$ cat src/rtl/rangefinder_pkg.sv
// Shared types and constants for the rangefinder sweep controller.
package rangefinder_pkg;
  localparam int unsigned FB_W           = 640;
  localparam int unsigned FB_H           = 480;
  localparam int unsigned FB_PIXELS      = FB_W * FB_H;
  localparam int unsigned STEP_FIRST_DEF = 44;
  localparam int unsigned STEP_LAST_DEF  = 725;
  localparam int unsigned STEP_W         = 11;
  localparam int unsigned ADDR_W         = 19;

  typedef enum logic [2:0] {
    S_IDLE    = 3'd0,
    S_CLEAR   = 3'd1,
    S_REQUEST = 3'd2,
    S_COLLECT = 3'd3,
    S_PROC    = 3'd4,
    S_DONE    = 3'd5
  } scan_state_e;
endpackage

$ cat src/rtl/fb_clear_engine.sv
// Frame-buffer clear address generator and the registered BRAM write-port mux
// shared between the clear sweep and the datapath plot writes.
module fb_clear_engine
  import rangefinder_pkg::*;
#(
  parameter int unsigned FB_PIXELS = rangefinder_pkg::FB_PIXELS
) (
  input  logic              clk,
  input  logic              reset,
  input  logic              clear_en,
  input  logic [ADDR_W-1:0] plot_addr,
  input  logic              plot_we,
  input  logic [7:0]        plot_din,
  output logic              clear_last,
  output logic [ADDR_W-1:0] bram_addr,
  output logic              bram_we,
  output logic [7:0]        bram_din
);
  localparam logic [ADDR_W-1:0] LAST_ADDR = ADDR_W'(FB_PIXELS - 1);

  if (FB_PIXELS > (1 << ADDR_W) || FB_PIXELS == 0) begin : g_depth_chk
    $error("FB_PIXELS does not fit the BRAM address width");
  end

  logic [ADDR_W-1:0] clr_addr_q, clr_addr_d;
  logic [ADDR_W-1:0] bram_addr_q, bram_addr_d;
  logic              bram_we_q, bram_we_d;
  logic [7:0]        bram_din_q, bram_din_d;

  assign clear_last = clear_en && (clr_addr_q == LAST_ADDR);

  always_comb begin
    clr_addr_d  = '0;
    bram_addr_d = plot_addr;
    bram_we_d   = plot_we;
    bram_din_d  = plot_din;
    // The clear sweep owns the port outright; plot writes during it are lost.
    if (clear_en) begin
      clr_addr_d  = clear_last ? '0 : clr_addr_q + 1'b1;
      bram_addr_d = clr_addr_q;
      bram_we_d   = 1'b1;
      bram_din_d  = 8'h00;
    end
  end

  always_ff @(posedge clk) begin
    if (reset) begin
      clr_addr_q  <= '0;
      bram_addr_q <= '0;
      bram_we_q   <= 1'b0;
      bram_din_q  <= '0;
    end else begin
      clr_addr_q  <= clr_addr_d;
      bram_addr_q <= bram_addr_d;
      bram_we_q   <= bram_we_d;
      bram_din_q  <= bram_din_d;
    end
  end

  assign bram_addr = bram_addr_q;
  assign bram_we   = bram_we_q;
  assign bram_din  = bram_din_q;
endmodule

$ cat src/rtl/rangefinder_scan_ctrl.sv
// Sweep sequencer: clear frame, request scan, pace samples into the datapath,
// with a one-entry skid buffer and a retrying watchdog.
module rangefinder_scan_ctrl
  import rangefinder_pkg::*;
#(
  parameter int unsigned FB_PIXELS  = rangefinder_pkg::FB_PIXELS,
  parameter int unsigned STEP_FIRST = rangefinder_pkg::STEP_FIRST_DEF,
  parameter int unsigned STEP_LAST  = rangefinder_pkg::STEP_LAST_DEF,
  parameter int unsigned PROC_GAP   = 52,
  parameter int unsigned TX_PULSE   = 4,
  parameter int unsigned WD_LIMIT   = 1000000,
  parameter int unsigned MAX_RETRY  = 3,
  parameter int unsigned CONTINUOUS = 0
) (
  input  logic              clk,
  input  logic              reset,
  input  logic              start,
  input  logic              sample_valid,
  input  logic [15:0]       sample_data,
  output logic              transmit,
  output logic              proc_enable,
  output logic [15:0]       proc_data,
  output logic [STEP_W-1:0] proc_step,
  input  logic [ADDR_W-1:0] plot_addr,
  input  logic              plot_we,
  input  logic [7:0]        plot_din,
  output logic [ADDR_W-1:0] bram_addr,
  output logic              bram_we,
  output logic [7:0]        bram_din,
  output logic              busy,
  output logic              scan_done,
  output logic              error,
  output logic              overrun
);
  localparam int unsigned WD_W  = $clog2(WD_LIMIT + 1);
  localparam int unsigned GAP_W = $clog2(PROC_GAP + 1);
  localparam int unsigned TX_W  = $clog2(TX_PULSE + 1);
  localparam int unsigned RT_W  = $clog2(MAX_RETRY + 2);

  localparam logic [WD_W-1:0]   WD_LAST   = WD_W'(WD_LIMIT - 1);
  localparam logic [GAP_W-1:0]  GAP_LAST  = GAP_W'(PROC_GAP - 1);
  localparam logic [TX_W-1:0]   TX_LAST   = TX_W'(TX_PULSE - 1);
  localparam logic [RT_W-1:0]   RT_MAX    = RT_W'(MAX_RETRY);
  localparam logic [STEP_W-1:0] STEP_FST  = STEP_W'(STEP_FIRST);
  localparam logic [STEP_W-1:0] STEP_LST  = STEP_W'(STEP_LAST);

  if (STEP_LAST >= 2048 || STEP_FIRST > STEP_LAST) begin : g_step_chk
    $error("step range does not fit the 11-bit step index");
  end
  if (PROC_GAP == 0 || TX_PULSE == 0 || WD_LIMIT == 0) begin : g_cnt_chk
    $error("PROC_GAP, TX_PULSE and WD_LIMIT must be non-zero");
  end

  scan_state_e       state_q, state_d;
  logic              start_q, start_d;
  logic [TX_W-1:0]   tx_cnt_q, tx_cnt_d;
  logic [GAP_W-1:0]  gap_cnt_q, gap_cnt_d;
  logic [WD_W-1:0]   wd_cnt_q, wd_cnt_d;
  logic [RT_W-1:0]   retry_q, retry_d;
  logic [STEP_W-1:0] proc_step_q, proc_step_d;
  logic [15:0]       proc_data_q, proc_data_d;
  logic              proc_enable_q, proc_enable_d;
  logic              skid_full_q, skid_full_d;
  logic [15:0]       skid_data_q, skid_data_d;
  logic              error_q, error_d;
  logic              overrun_q, overrun_d;
  logic              start_edge, issue, clear_last;

  assign start_d    = start;
  assign start_edge = start & ~start_q;

  always_comb begin
    state_d       = state_q;
    tx_cnt_d      = tx_cnt_q;
    gap_cnt_d     = gap_cnt_q;
    wd_cnt_d      = wd_cnt_q;
    retry_d       = retry_q;
    proc_step_d   = proc_step_q;
    proc_data_d   = proc_data_q;
    proc_enable_d = 1'b0;
    skid_full_d   = skid_full_q;
    skid_data_d   = skid_data_q;
    error_d       = error_q;
    overrun_d     = overrun_q;
    issue         = 1'b0;
    case (state_q)
      S_IDLE: begin
        if (start_edge) begin
          error_d   = 1'b0;
          overrun_d = 1'b0;
          retry_d   = '0;
          state_d   = S_CLEAR;
        end
      end
      S_CLEAR: begin
        if (clear_last) begin
          tx_cnt_d = '0;
          state_d  = S_REQUEST;
        end
      end
      S_REQUEST: begin
        if (tx_cnt_q == TX_LAST) begin
          proc_step_d = STEP_FST;
          wd_cnt_d    = '0;
          state_d     = S_COLLECT;
        end else begin
          tx_cnt_d = tx_cnt_q + 1'b1;
        end
      end
      S_COLLECT: begin
        // A buffered sample goes first; a concurrent new one takes its slot.
        if (skid_full_q) begin
          issue       = 1'b1;
          proc_data_d = skid_data_q;
          skid_full_d = sample_valid;
          if (sample_valid) skid_data_d = sample_data;
        end else if (sample_valid) begin
          issue       = 1'b1;
          proc_data_d = sample_data;
        end else if (wd_cnt_q == WD_LAST) begin
          if (retry_q < RT_MAX) begin
            retry_d     = retry_q + 1'b1;
            proc_step_d = STEP_FST;
            tx_cnt_d    = '0;
            state_d     = S_REQUEST;
          end else begin
            error_d = 1'b1;
            state_d = S_IDLE;
          end
        end else begin
          wd_cnt_d = wd_cnt_q + 1'b1;
        end
        if (issue) begin
          proc_enable_d = 1'b1;
          gap_cnt_d     = '0;
          state_d       = S_PROC;
        end
      end
      S_PROC: begin
        if (sample_valid) begin
          if (skid_full_q) begin
            overrun_d = 1'b1;
          end else begin
            skid_full_d = 1'b1;
            skid_data_d = sample_data;
          end
        end
        if (gap_cnt_q == GAP_LAST) begin
          if (proc_step_q == STEP_LST) begin
            state_d = S_DONE;
          end else begin
            proc_step_d = proc_step_q + 1'b1;
            wd_cnt_d    = '0;
            state_d     = S_COLLECT;
          end
        end else begin
          gap_cnt_d = gap_cnt_q + 1'b1;
        end
      end
      S_DONE: begin
        skid_full_d = 1'b0;
        state_d     = (CONTINUOUS != 0) ? S_CLEAR : S_IDLE;
      end
      default: state_d = S_IDLE;
    endcase
  end

  always_ff @(posedge clk) begin
    if (reset) begin
      state_q       <= S_IDLE;
      start_q       <= 1'b0;
      tx_cnt_q      <= '0;
      gap_cnt_q     <= '0;
      wd_cnt_q      <= '0;
      retry_q       <= '0;
      proc_step_q   <= '0;
      proc_data_q   <= '0;
      proc_enable_q <= 1'b0;
      skid_full_q   <= 1'b0;
      skid_data_q   <= '0;
      error_q       <= 1'b0;
      overrun_q     <= 1'b0;
    end else begin
      state_q       <= state_d;
      start_q       <= start_d;
      tx_cnt_q      <= tx_cnt_d;
      gap_cnt_q     <= gap_cnt_d;
      wd_cnt_q      <= wd_cnt_d;
      retry_q       <= retry_d;
      proc_step_q   <= proc_step_d;
      proc_data_q   <= proc_data_d;
      proc_enable_q <= proc_enable_d;
      skid_full_q   <= skid_full_d;
      skid_data_q   <= skid_data_d;
      error_q       <= error_d;
      overrun_q     <= overrun_d;
    end
  end

  fb_clear_engine #(
    .FB_PIXELS (FB_PIXELS)
  ) u_clear (
    .clk        (clk),
    .reset      (reset),
    .clear_en   (state_q == S_CLEAR),
    .plot_addr  (plot_addr),
    .plot_we    (plot_we),
    .plot_din   (plot_din),
    .clear_last (clear_last),
    .bram_addr  (bram_addr),
    .bram_we    (bram_we),
    .bram_din   (bram_din)
  );

  assign transmit    = (state_q == S_REQUEST);
  assign busy        = (state_q != S_IDLE);
  assign scan_done   = (state_q == S_DONE);
  assign proc_enable = proc_enable_q;
  assign proc_data   = proc_data_q;
  assign proc_step   = proc_step_q;
  assign error       = error_q;
  assign overrun     = overrun_q;
endmodule

$ cat config.mk
export PLATFORM = sky130hd
export DESIGN_NAME = rangefinder_scan_ctrl
export DESIGN_NICKNAME = d
export VERILOG_FILES = /design/src/rtl/rangefinder_pkg.sv /design/src/rtl/fb_clear_engine.sv /design/src/rtl/rangefinder_scan_ctrl.sv
export SDC_FILE = /design/constraint.sdc
export NUM_CORES = 1
export LEC_CHECK = 0
export CAP_MARGIN = 0
export CORE_ASPECT_RATIO = 0.8
export CORE_MARGIN = 5
export CORE_UTILIZATION = 55
export DETAILED_ROUTE_END_ITERATION = 6
export PLACE_DENSITY = 0.83
export SYNTH_ARGS = -nofsm -noshare
export SYNTH_HDL_FRONTEND = slang
export SYNTH_HIERARCHICAL = 1
export SYNTH_SLANG_ARGS = --single-unit
$ cat constraint.sdc
create_clock -name clk -period 3.65 [get_ports clk]
set_input_delay 0.73 -clock clk [delete_from_list [all_inputs] [get_ports clk]]
set_output_delay 0.73 -clock clk [all_outputs]
set_load 0.02 [all_outputs]
==> impl_table.tex <==
\begin{tabular}{lr}
\hline
Metric & Value \\
\hline
\multicolumn{2}{l}{\textbf{Logic synthesis}} \\
Share of synthesized area occupied by flip-flops and latches & 0.4380 \\
Yosys Warn Count & 6 \\
Post-synth net total & 712 \\
Total of flip-flops plus latches after synthesis & 130 \\
Main synth FF type & dfxtp\_1 \\
Syn\_area\_per\_cell & 9.058 sq um \\
Unique masters post-synth & 64 \\
Post-synthesis instance area & 5942 sq um \\
Number of enable flip-flop cells after synthesis & 0 \\
Number of instances in the synthesized netlist & 656 \\
Synth async-reset ratio & 0 \\
\multicolumn{2}{l}{\textbf{Finish}} \\
Area added between synthesis and finish & 29.56\% \\
Share of layout cells above drive strength 1 & 0.07682 \\
Number of nets in the finished design & 811 \\
Count of inserted antenna diode cells & 0 \\
Filler cell count & 795 \\
Non-filler cells in the finished layout & 912 \\
\multicolumn{2}{l}{\textbf{Die}} \\
Standard-cell row count & 34 \\
Initial core utilization & 0.5543 \\
Area of the core region & 10720 sq um \\
Number of top-level pins & 109 \\
Die outline area & 13000 sq um \\
Horizontal extent of the die & 126.2 microns \\
DIE HEIGHT & 103.0 microns \\
\multicolumn{2}{l}{\textbf{Route}} \\
Post-detailed-route DRC marker count & 0 \\
Post-Route WL & 15030 microns \\
Via count & 5394 \\
Detailed router's first-iteration violation count & 545 \\
DR WL/cell & 16.48 microns \\
Pre-Repair DR Iteration Count & 5 \\
Residual antenna-violating net count after detailed routing & 0 \\
Avg Vias per Cell & 5.914 \\
\multicolumn{2}{l}{\textbf{Clock tree}} \\
Hold buffer count at cts & 0 \\
Clock sink count & 130 \\
Total setup buffers inserted after CTS & 0 \\
Max H-tree Level & 4 \\
Total of cells resized after clock tree synthesis & 0 \\
Clock tree from TritonCTS & yes \\
Worst skew pair latency & 0.42 ns \\
Largest buffer count on any clock path & 2 \\
CTS buffer count & 17 \\
Clock-pin transition on the worst setup and hold timing paths & 0.05 ns \\
Clock tree root driver cell & clkbuf\_16 \\
\multicolumn{2}{l}{\textbf{Timing}} \\
Final setup TNS & 0 ns \\
Setup-failing EPs final & 0 \\
Fraction of the cycle the final worst path needs & 0.8145 \\
Rel. slew slack & 0.09885 \\
Worst setup skew after layout & 0.01056 ns \\
Final max-slew violation count & 0 \\
Final number of hold-violating endpoints & 0 \\
Worst-case setup margin in the final layout & 0.6771 ns \\
Actual transition at the worst max-transition pin & 1.338 ns \\
Setup repair after global routing missed its margin & false \\
Min Clock Period, post-route & 2.973 ns \\
Maximum frequency from static timing analysis & 336.4 MHz \\
\multicolumn{2}{l}{\textbf{Critical path}} \\
Cell family contributing the most delay on the critical path & buffers and inverters \\
Sequence of cells on the critical path & nor2b\_1, and2\_1, clkdlybuf4s50\_1 \\
Worst EP arrival & 2.24 ns \\
Class of the most critical setup path & flip-flop to output pin \\
Cell with the largest stage delay on the worst path & clkdlybuf4s50\_1 \\
Required time reported for the critical path endpoint & 2.92 ns \\
CP peak stage delay & 0.63 ns \\
Kind of end point of the critical path & output pin \\
Bufs and invs on worst path & 1 \\
Critical Path Fanout Max & 17 \\
Critical Path Start Type & flip-flop \\
\multicolumn{2}{l}{\textbf{Place}} \\
Placed cells & 880 \\
Gp weighted congestion & 0.8401 \\
Number of port buffers & 108 \\
Pre-CTS WS & 0.6858 ns \\
Dpl hpwl & 10070 microns \\
\multicolumn{2}{l}{\textbf{Hold path}} \\
Path category of the worst min-delay check & flip-flop to flip-flop \\
\multicolumn{2}{l}{\textbf{Global routing}} \\
Via count of the first global-routing pass & 5168 \\
Total global routing track utilization & 0.2325 \\
Maximum number of pins on one net before global-route repair & 53 \\
Remaining global-route overflow & 0 \\
Wire length of the first global-routing pass & 24890 microns \\
Antenna violations before repair & 0 \\
\multicolumn{2}{l}{\textbf{Power and ir drop}} \\
Standby leakage power & 2.700 nW \\
Total power per unit cell area & 544.2 nW/um\^{}2 \\
Peak supply drop & 0.3571 mV \\
\multicolumn{2}{l}{\textbf{Flow run}} \\
Maxcap violations & 0 \\
\multicolumn{2}{l}{\textbf{Run status}} \\
Run status & completed \\
\hline
\end{tabular}
-- layout make-up --
class / instances / area [sq um] / area share
multi-input combinational: 478 / 3119 / 0.4052
sequential: 130 / 2603 / 0.3380
timing repair buffer: 115 / 1129 / 0.1466
clock buffer: 20 / 466.7 / 0.06062
tap: 144 / 180.2 / 0.02340
clock inverter: 12 / 152.6 / 0.01983
inverter: 13 / 48.80 / 0.006338
-- synth_stat cells, types with 13 or more instances --
library cell  number  share of area
nor2_1           107          0.068
nand2_1           26          0.016
clkbuf_1          24          0.015
nor3_1            16          0.013
and2_1            17          0.018
a21oi_1           39          0.033
nand3_1           15          0.013
mux2i_1           56          0.094
a211oi_1          19          0.024
inv_1             13         0.0082
o31ai_1           15          0.019
xnor2_1           15          0.022
dfxtp_1          130           0.44
o21ai_0           19          0.016
nand4_1           14          0.015
or4_1             14          0.018
-- report_power, final --
| group | internal, mW | leakage (nW) | switching, mW |
|---|---|---|---|
| combinational | 0.369 | 1.35 | 0.451 |
| sequential | 1.51 | 1.06 | 0.0919 |
| clock | 1.13 | 0.295 | 0.636 |
-- tightest hold or removal path, stage by stage, from the launching register on --
cell	delay, ns
dfxtp_1	0.32
nand2_1	0.06
a21oi_1	0.05
-- path summary, 6_finish.rpt --
| check | from | end | slack [ns] | cells after the start |
|---|---|---|---|---|
| setup / recovery | state_q[2] | scan_done | 0.68 | 3 |
| setup reg to reg | state_q[2] | wd_cnt_q[7] | 0.74 | 5 |
| hold / removal | gap_cnt_q[1] | gap_cnt_q[1] | 0.47 | 2 |
| hold reg to reg | gap_cnt_q[1] | gap_cnt_q[1] | 0.47 | 2 |
-- stage by stage --
stage,area [sq um],total power [mW],hold slack (ns),utilization
after global placement,7079,2.419,0.4577,0.6604
after global routing,7699,4.363,0.5023,0.7181
after floorplan,5942,2.146,0.4402,-
after detailed placement,7079,2.446,0.4612,0.6604
final,7699,4.190,0.4730,0.7181
after CTS,7699,4.200,0.4753,0.7181
-- routing by layer --
layer	vias to the layer above	GRT usage	part of all wire
li1	2589	-	-
met1	2569	0.2969	0.44
met2	202	0.3813	0.48
met3	34	0.06784	0.066
met4	0	0.08079	0.018
met5	-	0	0
-- placed cells by master, fill, tap and decap left out, drive strengths merged, types with 5 or more instances in the layout --
master / n
a21oi: 40
a31oi: 5
nand4: 15
nand2b: 5
nand2: 26
and2: 17
buf: 8
o31ai: 15
or4: 15
or3: 8
clkbuf: 20
inv: 15
mux2i: 56
and3: 5
o21ai: 24
dfxtp: 130
a211oi: 19
nor3: 16
nor4: 5
ha: 8
clkdlybuf4s50: 107
xor2: 5
nor2: 108
xnor2: 15
nand3: 16
nand3b: 5
-- sequential cells by signal, summed over array words and instances, names as in the netlist, 3 cells and up --
register            flops
u_clear/bram_din        8
gap_cnt_q               6
state_q                 3
u_clear/bram_addr      19
wd_cnt_q               20
u_clear/clr_addr_q     19
proc_data              16
proc_step              11
retry_q                 3
tx_cnt_q                3
skid_data_q            16
-- kinds of logic (layout without fill, tap and decap cells) --
family / count (synthesis) / count (layout) / share of synthesized area
AOI/OAI and AO/OA: 130 / 130 / 0.1468
xor gates and xnor gates: 20 / 20 / 0.02948
adders and majority gates: 8 / 8 / 0.01685
buffers and inverters: 48 / 160 / 0.03832
DFF: 130 / 130 / 0.4380
muxes: 57 / 57 / 0.09686
and+or+nand+nor: 263 / 263 / 0.2337
Power figures use the tool's default switching activity.
